===== src/rtl/dual_issue_scheduler_pkg.sv =====
// Shared definitions for the dual-issue scheduler slice.
// Holds the MIPS opcode/funct encodings used by the per-slot classifier,
// the scheduler FSM state type, and a small opcode helper.
// Optional feature macro used elsewhere in this slice: SCHED_PERF_EN.
package dual_issue_scheduler_pkg;

  // Primary opcodes (instr[31:26])
  localparam logic [5:0] OP_RTYPE = 6'h00;
  localparam logic [5:0] OP_J     = 6'h02;
  localparam logic [5:0] OP_JAL   = 6'h03;
  localparam logic [5:0] OP_BEQ   = 6'h04;
  localparam logic [5:0] OP_BNE   = 6'h05;
  localparam logic [5:0] OP_BLEZ  = 6'h06;
  localparam logic [5:0] OP_BGTZ  = 6'h07;
  localparam logic [5:0] OP_LW    = 6'h23;
  localparam logic [5:0] OP_SW    = 6'h2B;

  // R-type funct codes (instr[5:0])
  localparam logic [5:0] FN_JR    = 6'h08;
  localparam logic [5:0] FN_JALR  = 6'h09;

  typedef enum logic {
    ST_PAIR   = 1'b0,
    ST_SPLIT1 = 1'b1
  } sched_state_e;

  // Immediate ALU group (addi .. lui) occupies opcodes 0x08-0x0F.
  function automatic logic is_imm_alu(input logic [5:0] op);
    return (op[5:3] == 3'b001);
  endfunction

endpackage


===== src/rtl/dual_issue_scheduler_if.sv =====
// Bundle between the IF/ID stage and the dual-issue scheduler.
// Signals:
//   instrd, instrd2  slot0 / slot1 instruction words (32'b0 = bubble)
//   ex_memread       instruction in EX is a load
//   ex_rt            destination register of that load
//   flush            redirect/kill, cancels the pair held in IF/ID
//   issue0, issue1   slot enters ID/EX this cycle
//   stalld, stallf   hold IF/ID, hold PC
//   split_active     scheduler is in the second half of a split pair
//   perf_dual/perf_split/perf_stall  present only with SCHED_PERF_EN
// Modports: master = pipeline side, slave = scheduler.
interface dual_issue_scheduler_if #(
  parameter int RA_W  = 5,
  parameter int CNT_W = 32
);

  logic [31:0]     instrd;
  logic [31:0]     instrd2;
  logic            ex_memread;
  logic [RA_W-1:0] ex_rt;
  logic            flush;
  logic            issue0;
  logic            issue1;
  logic            stalld;
  logic            stallf;
  logic            split_active;

`ifdef SCHED_PERF_EN
  logic [CNT_W-1:0] perf_dual;
  logic [CNT_W-1:0] perf_split;
  logic [CNT_W-1:0] perf_stall;

  modport master (
    output instrd, instrd2, ex_memread, ex_rt, flush,
    input  issue0, issue1, stalld, stallf, split_active,
    input  perf_dual, perf_split, perf_stall
  );

  modport slave (
    input  instrd, instrd2, ex_memread, ex_rt, flush,
    output issue0, issue1, stalld, stallf, split_active,
    output perf_dual, perf_split, perf_stall
  );
`else
  // Keeps CNT_W referenced when the counters are compiled out.
  logic [CNT_W-1:0] unused_cnt_w;
  assign unused_cnt_w = '0;

  modport master (
    output instrd, instrd2, ex_memread, ex_rt, flush,
    input  issue0, issue1, stalld, stallf, split_active
  );

  modport slave (
    input  instrd, instrd2, ex_memread, ex_rt, flush,
    output issue0, issue1, stalld, stallf, split_active
  );
`endif

endinterface


===== src/rtl/dual_issue_scheduler_instr_class.sv =====
// instr_class: combinational classifier for one issue slot.
// Ports:
//   instr   in   32     instruction word (32'b0 = bubble)
//   dest    out  RA_W   written register, 0 when none
//   src_a   out  RA_W   first read register (rs), 0 when none
//   src_b   out  RA_W   second read register (rt), meaningful when uses_b
//   uses_b  out  1      src_b is read
//   is_mem  out  1      load or store
//   is_ctl  out  1      branch or jump
//   is_load out  1      load
//   valid   out  1      non-zero word
module instr_class
  import dual_issue_scheduler_pkg::*;
#(
  parameter int RA_W = 5
) (
  input  logic [31:0]     instr,
  output logic [RA_W-1:0] dest,
  output logic [RA_W-1:0] src_a,
  output logic [RA_W-1:0] src_b,
  output logic            uses_b,
  output logic            is_mem,
  output logic            is_ctl,
  output logic            is_load,
  output logic            valid
);

  logic [5:0] op;
  logic [5:0] funct;
  logic [4:0] rs;
  logic [4:0] rt;
  logic [4:0] rd;

  assign op    = instr[31:26];
  assign rs    = instr[25:21];
  assign rt    = instr[20:16];
  assign rd    = instr[15:11];
  assign funct = instr[5:0];
  assign valid = |instr;

  always_comb begin
    dest    = '0;
    src_a   = '0;
    src_b   = RA_W'(rt);
    uses_b  = 1'b0;
    is_mem  = 1'b0;
    is_ctl  = 1'b0;
    is_load = 1'b0;

    if (valid) begin
      src_a = RA_W'(rs);
      case (op)
        OP_RTYPE: begin
          uses_b = 1'b1;
          if ((funct == FN_JR) || (funct == FN_JALR)) begin
            is_ctl = 1'b1;
          end else begin
            dest = RA_W'(rd);
          end
        end
        OP_LW: begin
          dest    = RA_W'(rt);
          is_mem  = 1'b1;
          is_load = 1'b1;
        end
        OP_SW: begin
          uses_b = 1'b1;
          is_mem = 1'b1;
        end
        OP_BEQ, OP_BNE: begin
          uses_b = 1'b1;
          is_ctl = 1'b1;
        end
        OP_BLEZ, OP_BGTZ: begin
          is_ctl = 1'b1;
        end
        OP_J, OP_JAL: begin
          // Absolute jumps read no register; clearing src_a avoids false hazards.
          src_a  = '0;
          is_ctl = 1'b1;
        end
        default: begin
          if (is_imm_alu(op)) begin
            dest = RA_W'(rt);
          end
        end
      endcase
    end
  end

endmodule


===== src/rtl/dual_issue_scheduler.sv =====
// dual_issue_scheduler: issue controller beside the IF/ID register.
// Examines the instruction pair (slot0 = instrd, slot1 = instrd2) and per
// cycle issues both, slot0 only, slot1 only or nothing; drives the IF/ID
// stall (stalld) and PC stall (stallf). A pair that cannot issue together
// is sequenced over two cycles (PAIR -> SPLIT1 -> PAIR).
// Ports:
//   clk    in  pipeline clock, rising edge
//   rst_n  in  asynchronous active-low reset; all outputs 0 while low
//   bus    slave modport of dual_issue_scheduler_if (see that file)
// Optional feature: SCHED_PERF_EN adds saturating perf_dual, perf_split,
// perf_stall counters to the bus.
module dual_issue_scheduler
  import dual_issue_scheduler_pkg::*;
#(
  parameter int RA_W  = 5,
  parameter int CNT_W = 32
) (
  input  logic                    clk,
  input  logic                    rst_n,
  dual_issue_scheduler_if.slave   bus
);

  logic [RA_W-1:0] dest0, src_a0, src_b0;
  logic [RA_W-1:0] dest1, src_a1, src_b1;
  logic            uses_b0, is_mem0, is_ctl0, is_load0, valid0;
  logic            uses_b1, is_mem1, is_ctl1, is_load1, valid1;

  instr_class #(.RA_W(RA_W)) u_class0 (
    .instr   (bus.instrd),
    .dest    (dest0),
    .src_a   (src_a0),
    .src_b   (src_b0),
    .uses_b  (uses_b0),
    .is_mem  (is_mem0),
    .is_ctl  (is_ctl0),
    .is_load (is_load0),
    .valid   (valid0)
  );

  instr_class #(.RA_W(RA_W)) u_class1 (
    .instr   (bus.instrd2),
    .dest    (dest1),
    .src_a   (src_a1),
    .src_b   (src_b1),
    .uses_b  (uses_b1),
    .is_mem  (is_mem1),
    .is_ctl  (is_ctl1),
    .is_load (is_load1),
    .valid   (valid1)
  );

  // Load flags are not needed for pairing: the D-port check uses is_mem.
  logic unused_load;
  assign unused_load = is_load0 | is_load1 | is_ctl0;

  // ---------------------------------------------------------------- hazards
  logic both_valid;
  logic raw_hit, waw_hit, mem_hit, ctl_hit, conflict;
  logic ld_active, lu0, lu1;

  assign both_valid = valid0 & valid1;

  assign raw_hit = both_valid && (dest0 != '0) &&
                   ((src_a1 == dest0) || (uses_b1 && (src_b1 == dest0)));
  assign waw_hit = both_valid && (dest0 != '0) && (dest0 == dest1);
  assign mem_hit = both_valid & is_mem0 & is_mem1;
  assign ctl_hit = both_valid & is_ctl1;
  assign conflict = raw_hit | waw_hit | mem_hit | ctl_hit;

  assign ld_active = bus.ex_memread && (bus.ex_rt != '0);
  assign lu0 = ld_active && valid0 &&
               ((src_a0 == bus.ex_rt) || (uses_b0 && (src_b0 == bus.ex_rt)));
  assign lu1 = ld_active && valid1 &&
               ((src_a1 == bus.ex_rt) || (uses_b1 && (src_b1 == bus.ex_rt)));

  // ---------------------------------------------------------------- FSM
  sched_state_e state, state_n;
  logic issue0, issue1, stall, lu_stall;

  always_ff @(posedge clk or negedge rst_n) begin
    if (!rst_n) begin
      state <= ST_PAIR;
    end else begin
      state <= state_n;
    end
  end

  always_comb begin
    state_n  = state;
    issue0   = 1'b0;
    issue1   = 1'b0;
    stall    = 1'b0;
    lu_stall = 1'b0;

    if (!rst_n) begin
      state_n = ST_PAIR;
    end else if (bus.flush) begin
      state_n = ST_PAIR;
    end else begin
      case (state)
        ST_PAIR: begin
          if (lu0 || lu1) begin
            stall    = 1'b1;
            lu_stall = 1'b1;
          end else if (conflict) begin
            issue0  = 1'b1;
            stall   = 1'b1;
            state_n = ST_SPLIT1;
          end else begin
            issue0 = valid0;
            issue1 = valid1;
          end
        end
        ST_SPLIT1: begin
          if (lu1) begin
            stall    = 1'b1;
            lu_stall = 1'b1;
          end else begin
            issue1  = 1'b1;
            state_n = ST_PAIR;
          end
        end
        default: begin
          state_n = ST_PAIR;
        end
      endcase
    end
  end

  assign bus.issue0       = issue0;
  assign bus.issue1       = issue1;
  assign bus.stalld       = stall;
  assign bus.stallf       = stall;
  assign bus.split_active = rst_n && (state == ST_SPLIT1);

  // ---------------------------------------------------------------- counters
`ifdef SCHED_PERF_EN
  logic [CNT_W-1:0] cnt_dual, cnt_split, cnt_stall;
  logic             ev_split;

  assign ev_split = (state == ST_PAIR) && (state_n == ST_SPLIT1);

  always_ff @(posedge clk or negedge rst_n) begin
    if (!rst_n) begin
      cnt_dual  <= '0;
      cnt_split <= '0;
      cnt_stall <= '0;
    end else begin
      if (issue0 && issue1 && (cnt_dual != '1)) begin
        cnt_dual <= cnt_dual + CNT_W'(1);
      end
      if (ev_split && (cnt_split != '1)) begin
        cnt_split <= cnt_split + CNT_W'(1);
      end
      if (lu_stall && (cnt_stall != '1)) begin
        cnt_stall <= cnt_stall + CNT_W'(1);
      end
    end
  end

  assign bus.perf_dual  = cnt_dual;
  assign bus.perf_split = cnt_split;
  assign bus.perf_stall = cnt_stall;
`else
  // Keeps CNT_W referenced when the counters are compiled out.
  logic [CNT_W-1:0] unused_cnt_w;
  assign unused_cnt_w = '0;
`endif

endmodule


===== src/flat_wrapper.sv =====
// flat-port wrapper written by rule: the top's interface ports become plain ports
module dual_issue_scheduler_flat import dual_issue_scheduler_pkg::*;
#(
  parameter int RA_W  = 5,
  parameter int CNT_W = 32
)
  (clk, rst_n, bus_instrd, bus_instrd2, bus_ex_memread, bus_ex_rt, bus_flush, bus_issue0, bus_issue1, bus_stalld, bus_stallf, bus_split_active);
  dual_issue_scheduler_if #(.RA_W(RA_W), .CNT_W(CNT_W)) bus_i ();
  input  logic clk;
  input  logic rst_n;
  input wire logic [$bits(bus_i.instrd)-1:0] bus_instrd;
  input wire logic [$bits(bus_i.instrd2)-1:0] bus_instrd2;
  input wire logic [$bits(bus_i.ex_memread)-1:0] bus_ex_memread;
  input wire logic [$bits(bus_i.ex_rt)-1:0] bus_ex_rt;
  input wire logic [$bits(bus_i.flush)-1:0] bus_flush;
  output wire logic [$bits(bus_i.issue0)-1:0] bus_issue0;
  output wire logic [$bits(bus_i.issue1)-1:0] bus_issue1;
  output wire logic [$bits(bus_i.stalld)-1:0] bus_stalld;
  output wire logic [$bits(bus_i.stallf)-1:0] bus_stallf;
  output wire logic [$bits(bus_i.split_active)-1:0] bus_split_active;
  assign bus_i.instrd = bus_instrd;
  assign bus_i.instrd2 = bus_instrd2;
  assign bus_i.ex_memread = bus_ex_memread;
  assign bus_i.ex_rt = bus_ex_rt;
  assign bus_i.flush = bus_flush;
  assign bus_issue0 = bus_i.issue0;
  assign bus_issue1 = bus_i.issue1;
  assign bus_stalld = bus_i.stalld;
  assign bus_stallf = bus_i.stallf;
  assign bus_split_active = bus_i.split_active;
  dual_issue_scheduler #(.RA_W(RA_W), .CNT_W(CNT_W)) u_core (.clk(clk), .rst_n(rst_n), .bus(bus_i));
endmodule

===== config.mk =====
export PLATFORM = sky130hd
export DESIGN_NAME = dual_issue_scheduler_flat
export DESIGN_NICKNAME = d
export VERILOG_FILES = /design/src/rtl/dual_issue_scheduler_pkg.sv /design/src/rtl/dual_issue_scheduler_if.sv /design/src/rtl/dual_issue_scheduler_instr_class.sv /design/src/rtl/dual_issue_scheduler.sv /design/src/flat_wrapper.sv
export SDC_FILE = /design/constraint.sdc
export NUM_CORES = 1
export LEC_CHECK = 0
export BUFFER_PORTS_ARGS = -buffer_cell sky130_fd_sc_hd__buf_2
export CORE_MARGIN = 5
export CORE_UTILIZATION = 40
export DETAILED_ROUTE_END_ITERATION = 10
export GPL_TIMING_DRIVEN = 1
export PLACE_DENSITY_LB_ADDON = 0.2
export SETUP_SLACK_MARGIN = 0.05
export SYNTH_ARGS = -nofsm -noshare
export SYNTH_HDL_FRONTEND = slang
export SYNTH_SLANG_ARGS = --single-unit

===== constraint.sdc =====
create_clock -name clk -period 5.3 [get_ports clk]
set_clock_uncertainty 0.15 [all_clocks]
set_input_delay 0.265 -clock clk [delete_from_list [all_inputs] [get_ports clk]]
set_output_delay 0.265 -clock clk [all_outputs]
set_load 0.005 [all_outputs]

-- Word-level counts from Yosys, hierarchy flattened
Cells that the tools add are included.
- logic and storage cells: 115
- bits in registers: 1
- bits of input ports: 73
- equal/unequal tests: 29
- reductions and logical operators: 33
- mux-type cells: 44
- bitwise operators: 8
- operator list (operator ; count):
    $reduce_or A32 Y1 ; 2
    $mux W5 ; 10
    $eq A6 B3 Y1 const B ; 8
    $eq A5 B5 Y1 ; 7
    $pmux W5 S3 ; 2
    $mux W1 ; 28
    $eq A6 B2 Y1 const B ; 4
    $eq A6 B4 Y1 const B ; 4
    $eq A6 B6 Y1 const B ; 4
    $reduce_or A7 Y1 ; 2
    $logic_and A1 B1 Y1 ; 12
    $logic_not A6 Y1 ; 2
    $reduce_bool A5 Y1 ; 2
    $pmux W1 S2 ; 4
    $reduce_or A2 Y1 ; 4
    $reduce_or A4 Y1 ; 2
    $eq A3 B1 Y1 const B ; 2
    $logic_or A1 B1 Y1 ; 6
    $reduce_or A6 Y1 ; 1
    $and A1 B1 Y1 ; 4
    $or A1 B1 Y1 ; 3
    $not A1 Y1 ; 1

-- Longest topological paths before layout
- depth in word-level cells: 17
- gate-level depth with buffers: 10
- mapped depth without buffers: 8

-- Modules after synthesis
Synthesis repeated with hierarchy kept, for this count alone.
- cell total of the unflattened synthesis: 161
- area total of the unflattened synthesis: 1227.4 µm²
- by module, submodules not included (module ; instances ; area each (µm²) ; cells each):
    instr_class ; 2 ; 320.3 ; 43
    dual_issue_scheduler ; 1 ; 586.8 ; 75

-- Worst setup path after synthesis
Ideal clock, no wire load.
- kind: input-to-output
- start: input bus_instrd2[2]
- end: output bus_stallf
- stages: 9
- buffers on the path: 1
- arrival time: 2.717 ns
- required time: 4.885 ns
- path slack: 2.168 ns
- path through: or4_4 -> or4b_4 -> or3_1 -> nand4b_1 -> nor4b_1 -> a211o_1 -> a221o_1 -> nor2b_1 -> buf_4
- word-level cells in the longest chain between the ends: 15
- elaborated cells between the ends (all ways): 39
- RTL lines (item ; line ; RTL):
    from (decl) ; flat_wrapper.sv:12 ; input wire logic [$bits(bus_i.instrd2)-1:0] bus_instrd2;
    $eq A6 B4 Y1 ; dual_issue_scheduler_instr_class.sv:55 ; if ((funct == FN_JR) || (funct == FN_JALR)) begin
    $logic_or A1 B1 Y1 ; dual_issue_scheduler_instr_class.sv:55 ;
    $mux W5 ; dual_issue_scheduler_instr_class.sv:55 ;
    $pmux W5 S3 ; dual_issue_scheduler_instr_class.sv:52 ; case (op)
    $mux W5 ; dual_issue_scheduler_instr_class.sv:50 ; if (valid) begin
    $eq A5 B5 Y1 ; dual_issue_scheduler.sv:65 ; assign waw_hit = both_valid && (dest0 != '0) && (dest0 == dest1);
    $logic_and A1 B1 Y1 ; dual_issue_scheduler.sv:65 ;
    $or A1 B1 Y1 (3 in a row) ; dual_issue_scheduler.sv:68 ; assign conflict = raw_hit | waw_hit | mem_hit | ctl_hit;
    $mux W1 ; dual_issue_scheduler.sv:105 ; end else if (conflict) begin
    $mux W1 ; dual_issue_scheduler.sv:102 ; if (lu0 || lu1) begin
    $pmux W1 S2 * ; dual_issue_scheduler.sv:100 ; case (state)
    $mux W1 * ; dual_issue_scheduler.sv:97 ; end else if (bus.flush) begin
    $mux W1 * ; dual_issue_scheduler.sv:95 ; if (!rst_n) begin
    to (decl) ; flat_wrapper.sv:19 ; output wire logic [$bits(bus_i.stallf)-1:0] bus_stallf;
Mark *: on every way between the ends. The rest lies on a longest branch, timed or not.

-- Worst setup path in the final report
- start: input bus_instrd[29]
- end: output bus_issue1
- word-level cells in the longest chain between the ends: 16
- elaborated cells between the ends (all ways): 51
- RTL lines (item ; line ; RTL):
    from (decl) ; flat_wrapper.sv:11 ; input wire logic [$bits(bus_i.instrd)-1:0] bus_instrd;
    $eq A6 B2 Y1, or another cell as far along ; dual_issue_scheduler_instr_class.sv:52 ;
    $reduce_or A7 Y1 (no line) / $mux W5 (equally long branches) ; - ;
    $pmux W5 S3 ; dual_issue_scheduler_instr_class.sv:52 ;
    $mux W5 ; dual_issue_scheduler_instr_class.sv:50 ;
    $eq A5 B5 Y1 ; dual_issue_scheduler.sv:64 ; ((src_a1 == dest0) || (uses_b1 && (src_b1 == dest0)));
    $logic_and A1 B1 Y1 ; dual_issue_scheduler.sv:64 ;
    $logic_or A1 B1 Y1 ; dual_issue_scheduler.sv:64 ;
    $logic_and A1 B1 Y1 ; dual_issue_scheduler.sv:63 ; assign raw_hit = both_valid && (dest0 != '0) &&
    $or A1 B1 Y1 (3 in a row) ; dual_issue_scheduler.sv:68 ;
    $mux W1 ; dual_issue_scheduler.sv:105 ;
    $mux W1 * ; dual_issue_scheduler.sv:102 ;
    $pmux W1 S2 * ; dual_issue_scheduler.sv:100 ;
    $mux W1 * ; dual_issue_scheduler.sv:97 ;
    $mux W1 * ; dual_issue_scheduler.sv:95 ;
    to (decl) ; flat_wrapper.sv:17 ; output wire logic [$bits(bus_i.issue1)-1:0] bus_issue1;
Marked as above.

==> results.yml <==
logic_synthesis:
  muxShareOfSynthArea: 0.006903
  synth_top_area_frac: 0.08456
  syn_nets: 281
  ys.flop_type: "dfrtp_1"
  synth.largest_area_cell: "xnor2_1"
  synth.most_common_cell: "nor2_1"
  syn_area_um2: 1450
  synth_xor_area_frac: 0.1329
  avgSynthCellArea_um2: 6.972
  seq_area_frac_synth: 0.01726
  synthCells: 208
  synthArstFlopShare: 1.000
  synth_edf_count: 0
  synth_cell_type_count: 60
  yosys.area_share.adder: 0
  yosys_warnings: 0
  synth_common_cells: "nor2_1, xnor2_1, a21oi_1, clkbuf_1, nor3_1"
  synth_top_family_by_area: "simple AND/OR/NAND/NOR gates"
  synth-compound-area-share: 0.3494
  yosys.area_share.simple: 0.4357
  yosys-top-cells-area: "xnor2_1, xor2_1, nor2_1, a32oi_1, o32ai_1"
  synth-seq-cells: 1
drt:
  drt-wirelength-per-cell_um: 15.10
  drtIter0Drc: 102
  route.top_layer_used: "met3"
  drc: 0
  first_pass_iters: 5
  ant_nets: 0
  wl_met1_um: 2081
  dr_wl_met3_um: 419
  num_vias: 1932
  wirelength_um: 4816
  wl_met2_um: 2315
  vias_per_cell: 6.056
floorplanning:
  core_um2: 3416
  dieArea_um2: 4929
  initial_core_util: 0.4245
  die_y_um: 70.21
  die_w_um: 70.21
  rows: 21
  io_pins: 78
finish:
  nets: 348
  largest_reg_flops: 1
  regMostFlops: "u_core.state"
  reg_top3: "u_core.state x1"
  diodes: 0
  drive_above_1_share: 0.3260
  syn_to_final_growth_pct: 27.26
  finalNonFillerCells: 319
timing:
  setup_viol: 0
  hold_violations: 0
  period_share: 0.6487
  worstMarginPinSlew_ps: 769.5
  fin_setup_tns_ps: 0
  period_minus_slack_ps: 3438
  slew_viol_final: 0
  whs_ps: 436.4
  rsz0062_at_grt: "no"
  fmax_ghz: 0.2908
  slew_headroom: 0.4831
pwr:
  clkPwrFrac: 0
  p_int_w: 0.00006480
  seqPwrFrac: 0.067
  power_switching_w: 0.00006381
  power_leakage_nw: 0.7588
  switching_share: 0.4962
  vdd_drop_max_uv: 44.08
  p_per_area_nw_per_um2: 69.69
  total_power_w: 0.0001286
  pwr-share-comb: 0.933
setup_path:
  critical_path_class: "input port to output port"
  r2r_cells: 4
  critPathLaunchType: "input port"
  worstSetupEndpointType: "output port"
  crit_arrival_ps: 3020
  r2r_end: "u_core.state"
  r2r_start: "u_core.state"
  cp_max_fo: 13
  worst-r2r-setup-slack_ps: 3880
  required_ps: 4890
grt:
  grt_pass1_wl_um: 7472
  grt_pass1_vias: 1643
  grt_usage: 0.1751
  overflow: 0
  grt_max_degree: 14
  grt_antenna_before_repair: 0
run:
  maxCapViolCount: 0
clock_tree:
  clock_latency_ps: 0
  clkSlewWorstSetupHoldPaths_ps: 0
  cts_setup_buffers: 0
run_status:
  status: "finished, final reports clean"
hold_path:
  hold_class: "input port to asynchronous set/reset pin"
placed_design:
  place_congestion: 0.9317
  dpl.cell_count: 318
  dpl.hpwl_um: 4115
  io_buffer_count: 77
## what timing repair did
action | CTS | global route
gates resized for setup | 0 | 0
endpoints found under the hold margin | 1 | 0
hold buffers | 1 | 0
## worst max-delay path, cell delays in order
cell and delay, ps:
buf_2 170, nor3_1 650, o2111ai_1 420, and2_2 330, xnor2_1 120, o311ai_0 140
a211o_1 300, a221o_1 330, o22ai_1 160, buf_2 130
## placed cells by master (no fill, tap or decap), types with 5 or more instances in the layout
master / synthesis / final
buf_2: 1 / 77
nor2_1: 17 / 17
xnor2_1: 14 / 14
a21oi_1: 10 / 10
nor3_1: 9 / 9
xor2_1: 8 / 8
nand3_1: 7 / 7
inv_1: 7 / 7
a32oi_1: 7 / 7
nand2_1: 7 / 7
o32ai_1: 7 / 7
nor4_1: 5 / 5
nand4_1: 5 / 5
nor3b_1: 5 / 5
## power by group through the flow
stage                     Combinational (W)  Sequential [W]  Clock [W]
after floorplan                   0.0000688      0.00000855          0
after global placement             0.000118      0.00000861          0
after detailed placement           0.000118      0.00000865          0
after CTS                          0.000119      0.00000865          0
after global routing               0.000131      0.00000871          0
final                              0.000120      0.00000867          0
## worst max path at each step
stage	startpoint	endpoint	slack, ps	depth (start not counted)
floorplan	bus_instrd2[2]	bus_stallf	2170	9
global placement	bus_instrd2[29]	bus_issue1	1940	10
detailed placement	bus_instrd2[29]	bus_issue1	1940	10
CTS	bus_instrd[29]	bus_issue1	1930	10
global route	bus_instrd[29]	bus_issue1	1730	10
finish	bus_instrd[29]	bus_issue1	1860	10
## logic make-up (layout without fill, tap and decap cells)
| family | after synthesis | count (layout) |
|---|---|---|
| xor+xnor | 22 | 22 |
| compound gates | 65 | 65 |
| simple gates | 99 | 99 |
| mux | 1 | 1 |
| buf+inv | 20 | 85 |
| flops | 1 | 1 |
## layout make-up
type / count / area [µm²]
fillers: 384 / 1570
flip-flops and latches: 1 / 25.02
repair buffers: 78 / 395.4
well taps: 46 / 57.56
multi-input cells: 187 / 1341
inverters: 7 / 26.28
## per-layer routing
metal,global-route usage,vias up
met5,0,-
met4,0.004255,0
met3,0.01578,0
met2,0.2970,84
met1,0.2526,874
li1,-,974
## stage by stage
stage	utilization	instance area [µm²]	setup slack (ps)
after CTS	0.5403	1846	1926
after detailed placement	0.5374	1836	1938
final	0.5403	1846	1862
after floorplan	-	1450	2168
after global placement	0.5374	1836	1940
after global routing	0.5403	1846	1730
Note: power is estimated with default switching activity, not from simulation.
